File: src/rtl/bcd8_to_bin_pkg.sv
// Shared constants for the 8-digit BCD-to-binary converter: sizes, FSM encoding,
// and a digit-range check used at capture time.
package bcd8_to_bin_pkg;

    localparam int NDIG    = 8;
    localparam int W       = 4 * NDIG;
    localparam int NSTEP   = W;
    localparam int DIG_MAX = 9;
    localparam int CNT_W   = 6;

    localparam logic [1:0] IDLE  = 2'd0;
    localparam logic [1:0] SHIFT = 2'd1;
    localparam logic [1:0] FIN   = 2'd2;

    function automatic logic any_bad_digit(input logic [W-1:0] bcd);
        logic bad;
        bad = 1'b0;
        for (int i = 0; i < NDIG; i++)
            if (int'(bcd[4*i +: 4]) > DIG_MAX) bad = 1'b1;
        return bad;
    endfunction

endpackage

File: src/rtl/bcd8_to_bin_nibble_adj.sv
// Per-digit correction for reverse double-dabble: a nibble that reached 8 or more
// after the right shift carried a half-ten from above and gets 3 taken off.
module bcd_nibble_adj (
    input  logic [3:0] din,
    output logic [3:0] dout
);

    assign dout = (din >= 4'd8) ? din - 4'd3 : din;

endmodule

File: src/rtl/bcd8_to_bin.sv
// Sequential 8-digit BCD to 32-bit two's-complement converter, one reverse
// double-dabble step per clock with a start/busy/done handshake.
import bcd8_to_bin_pkg::*;

module bcd8_to_bin (
    input  logic         clock,
    input  logic         reset,
    input  logic         start,
    input  logic [3:0]   d1,
    input  logic [3:0]   d2,
    input  logic [3:0]   d3,
    input  logic [3:0]   d4,
    input  logic [3:0]   d5,
    input  logic [3:0]   d6,
    input  logic [3:0]   d7,
    input  logic [3:0]   d8,
    input  logic         neg,
    output logic [W-1:0] numero,
    output logic         busy,
    output logic         done,
    output logic         err
);

    logic [1:0]       state;
    logic [CNT_W-1:0] cnt;
    logic [W-1:0]     bcd_sr, bin_sr;
    logic [W-1:0]     bcd_shf, bcd_nxt, cap;
    logic             neg_r, err_r;

    assign cap     = {d8, d7, d6, d5, d4, d3, d2, d1};
    assign bcd_shf = bcd_sr >> 1;
    assign busy    = (state != IDLE);

    for (genvar g = 0; g < NDIG; g++) begin : g_adj
        bcd_nibble_adj u_adj (
            .din  (bcd_shf[4*g +: 4]),
            .dout (bcd_nxt[4*g +: 4])
        );
    end

    always_ff @(posedge clock) begin
        if (reset) begin
            state  <= IDLE;
            cnt    <= '0;
            bcd_sr <= '0;
            bin_sr <= '0;
            neg_r  <= 1'b0;
            err_r  <= 1'b0;
            numero <= '0;
            done   <= 1'b0;
            err    <= 1'b0;
        end else begin
            case (state)
                IDLE: begin
                    done <= 1'b0;
                    if (start) begin
                        bcd_sr <= cap;
                        bin_sr <= '0;
                        neg_r  <= neg;
                        cnt    <= '0;
                        // Bad digits skip the shift phase entirely
                        if (any_bad_digit(cap)) begin
                            err_r <= 1'b1;
                            state <= FIN;
                        end else begin
                            err_r <= 1'b0;
                            state <= SHIFT;
                        end
                    end
                end
                SHIFT: begin
                    bcd_sr <= bcd_nxt;
                    bin_sr <= {bcd_sr[0], bin_sr[W-1:1]};
                    cnt    <= cnt + 1'b1;
                    if (cnt == CNT_W'(NSTEP - 1)) state <= FIN;
                end
                FIN: begin
                    numero <= err_r ? '0 : (neg_r ? ~bin_sr + W'(1) : bin_sr);
                    err    <= err_r;
                    done   <= 1'b1;
                    state  <= IDLE;
                end
                default: state <= IDLE;
            endcase
        end
    end

    // Every BCD bit has migrated into bin_sr once all steps are done
    always @(posedge clock)
        if (!reset && state == FIN && !err_r) assert (bcd_sr == '0);

endmodule

File: config.mk
export PLATFORM = sky130hd
export DESIGN_NAME = bcd8_to_bin
export DESIGN_NICKNAME = d
export VERILOG_FILES = /design/src/rtl/bcd8_to_bin_pkg.sv /design/src/rtl/bcd8_to_bin_nibble_adj.sv /design/src/rtl/bcd8_to_bin.sv
export SDC_FILE = /design/constraint.sdc
export NUM_CORES = 1
export LEC_CHECK = 0
export BUFFER_PORTS_ARGS = -buffer_cell sky130_fd_sc_hd__buf_2
export CORE_ASPECT_RATIO = 0.9
export CORE_MARGIN = 2
export CORE_UTILIZATION = 50
export CTS_BUF_LIST = sky130_fd_sc_hd__clkbuf_8
export DETAILED_ROUTE_END_ITERATION = 8
export GPL_ROUTABILITY_DRIVEN = 0
export GPL_TIMING_DRIVEN = 0
export PLACE_DENSITY = 0.73
export SLEW_MARGIN = 20
export SYNTH_ARGS = -nofsm -noshare
export SYNTH_HDL_FRONTEND = slang
export SYNTH_SLANG_ARGS = --single-unit
File: constraint.sdc
create_clock -name clock -period 1.9 [get_ports clock]
set_clock_uncertainty 0.15 [all_clocks]
set_input_delay 0.095 -clock clock [delete_from_list [all_inputs] [get_ports clock]]
set_output_delay 0.095 -clock clock [all_outputs]
set_load 0.1 [all_outputs]
==> flow_metrics.env <==
export IMPL_vias=5265
export IMPL_fmax_ghz=0.518
export IMPL_maxCapViolations=0
export IMPL_period_needed_ps=1930
export IMPL_postSynthCellCount=658
export IMPL_io_buffers=69
export IMPL_met3_usage=0.0380
export IMPL_outcome="finished with violations"
export IMPL_syn2layout_area_growth_pct=23.4
export IMPL_syn_area_per_cell_um2=8.13
export IMPL_mostFrequentLayoutCells="nor2_1 (120), dfxtp_1 (104), buf_2 (74)"
export IMPL_drtIter0Drc=418
export IMPL_p_total_uw=4410
export IMPL_grt_pass1_wl_um=24200
export IMPL_hold_viol_final=0
export IMPL_via_per_inst=5.86
export IMPL_dpl_cell_area_mm2=0.00585
export IMPL_h_tree_depth=3
export IMPL_clkTransAtPathRegs_ps=100
export IMPL_route_detailed_drc=3
export IMPL_cts_buffer_depth=2
export IMPL_pre_cts_ws_ps=-374
export IMPL_violations="design-rule violations, negative setup slack"
export IMPL_final_common_cell="nor2_1"
export IMPL_grt_use_met1=0.359
export IMPL_rsz0062_at_grt="true"
export IMPL_tightestPinTransition_ps=756
export IMPL_crit_chain="inv_4 -> ha_4 -> nor3b_4 -> nand4_4 -> buf_6 -> o31ai_4 -> xor2_1 -> o21ai_1"
export IMPL_cp_required_ps=2020
export IMPL_drt_pass1_iterations=7
export IMPL_grtUsageTotal=0.262
export IMPL_rr_startpoint="bin_sr[0]"
export IMPL_num_nets_final=816
export IMPL_async_flop_share=0
export IMPL_dieArea_mm2=0.0115
export IMPL_route_final_wire_length_um=14900
export IMPL_finalCritPeriodShare=1.02
export IMPL_hold_path_depth=4
export IMPL_worstSkewPairLatency_ps=380
export IMPL_cts_sinks=108
export IMPL_setup_viol=2
export IMPL_netlist_area_mm2=0.00535
export IMPL_critPathLaunchType="flop"
export IMPL_reg2reg_slack_ps=-30
export IMPL_min_to="numero[27]"
export IMPL_hold_worst_slack_ps=2.65
export IMPL_layout_drive_gt1_share=0.215
export IMPL_place_hpwl_um=10100
export IMPL_grt_pass1_vias=4985
export IMPL_tns_ps=-41.2
export IMPL_synth_ff_type="dfxtp_1"
export IMPL_grt_start_max_net_pins=17
export IMPL_vdd_drop_max_mv=0.356
export IMPL_final_setup_worst_slack_ps=-31.9
export IMPL_arrival_ps=2060
export IMPL_start_util=0.517
export IMPL_num_rows=35
export IMPL_drv_slew=0
export IMPL_antenna_found_initial=0
export IMPL_grt_busiest_layer="met2"
export IMPL_fin_area_mm2=0.00660
export IMPL_timing_rr_end="numero[24]"
export IMPL_cts_tree="done"
export IMPL_cts_made_buffers=9
export IMPL_slowest_stage="dfxtp_4"
export IMPL_grt_use_met2=0.423
export IMPL_path_class="flop to flop"
export IMPL_relSlewSlack=0.496
export IMPL_hp_start="reset"
export IMPL_die_x_um=113
export IMPL_hp_class="input pin to flop"
export IMPL_diodes=0
export IMPL_overflow=0
export IMPL_ys_seq_area_frac=0.404
export IMPL_die_h_um=102
export IMPL_clockRootBuffer="clkbuf_8"
export IMPL_yosys_warnings=0
export IMPL_powerDensity_mw_per_mm2=668
export IMPL_synth_edf_count=0
export IMPL_avgRoutedWirePerCell_um=16.6
export IMPL_ys_ff_latch=108
export IMPL_core_mm2=0.0103
export IMPL_end_kind="flop"
export IMPL_final_antenna_net_count=0
export IMPL_critPathMaxFanout=4
export IMPL_synth_nets=710
export IMPL_io_pins=71
export IMPL_synthDistinctLibCells=53
export IMPL_p_leak_uw=0.00269
export IMPL_reg2reg_depth=8
export IMPL_critPathMaxStageDelay_ps=380
-- Yosys cell counts, drive strengths merged, types with 3 or more instances --
library cell  count  area, um^2
nor2            124         470
dfxtp           108        2160
o21ai            53         265
a22oi            48         360
nand2            40         150
clkbuf           36         135
nor3             32         165
a21oi            31         155
xnor2            21         184
inv              20        75.1
xor2             20         175
ha               16         200
buf              15        76.3
nor2b             9        56.3
a221o             7        70.1
a2bb2oi           7        61.3
a211oi            6        45.0
nand3             6        30.0
nor4              6        73.8
o31ai             6        55.1
a31oi             5        31.3
nand4             5        43.8
o41ai             5        58.8
nand2b            4        25.0
o22ai             4        25.0
mux2i             3        30.0
or3               3        18.8
-- sequential cells by signal, indices dropped and copies added, names as in the netlist --
| name | cells |
|---|---|
| err | 1 |
| done | 1 |
| numero | 32 |
| err_r | 1 |
| bcd_sr | 32 |
| bin_sr | 32 |
| neg_r | 1 |
| state | 2 |
| cnt | 6 |
-- per-stage QoR --
stage / utilization / instances
2_1_floorplan: - / 658
3_3_place_gp: 0.566 / 856
3_5_place_dp: 0.566 / 856
4_1_cts: 0.623 / 896
5_1_grt: 0.638 / 898
6_report: 0.638 / 898
-- worst max path at each step --
stage | from | cells past startpoint | to | slack, ps
final | bin_sr[0] | 8 | numero[24] | -30
after global routing | bin_sr[0] | 8 | numero[20] | -80
after CTS | bin_sr[1] | 8 | numero[24] | -20
after detailed placement | bin_sr[2] | 6 | numero[21] | -370
after global placement | bin_sr[2] | 6 | numero[21] | -330
after floorplan | bin_sr[4] | 5 | numero[29] | 20
-- power by group --
group / total (uW) / switching (uW) / internal (uW)
Sequential: 2380 / 66.1 / 2320
Combinational: 571 / 344 / 227
Clock: 1450 / 781 / 673
-- logic make-up after synthesis --
family	Yosys count	share of synthesized area
AO/OA/AOI/OAI	181	0.226
AND/OR/NAND/NOR	238	0.206
adder cells (fa/ha/maj)	16	0.0374
flip-flops	108	0.404
XOR/XNOR	41	0.0672
buffers and inverters	71	0.0536
multiplexers	3	0.00562
-- final cells by class --
class	instances	area [um^2]
multi-input combinational	479	3100
clock inverter	5	51.3
tap	129	161
sequential	108	2170
buffer	44	230
clock buffer	11	151
inverter	20	80.1
fill	900	3740
timing repair buffer	102	652
-- what timing repair did --
action / 4_1_cts / 5_1_grt
endpoints found under the hold margin: 19 / 0
resized for setup: 43 / 39
setup endpoints to repair: 96 / 87
pin swaps: 9 / 6
hold buffers: 19 / 0
setup buffers: 7 / 7
-- routing by layer --
metal  part of all wire  up-vias
met1               0.45     2534
met4              0.020        0
li1                   -     2511
met5                  0        -
met3              0.061       29
met2               0.47      191
-- worst max-delay path: cells and delay by family (launching register included) --
kind / cells / cell delay (ps)
compound gates: 2 / 260
xor+xnor: 1 / 190
fa+ha+maj: 1 / 130
buf+inv: 2 / 230
flops: 1 / 380
simple gates: 2 / 470
(Power assumes the default switching activity.)
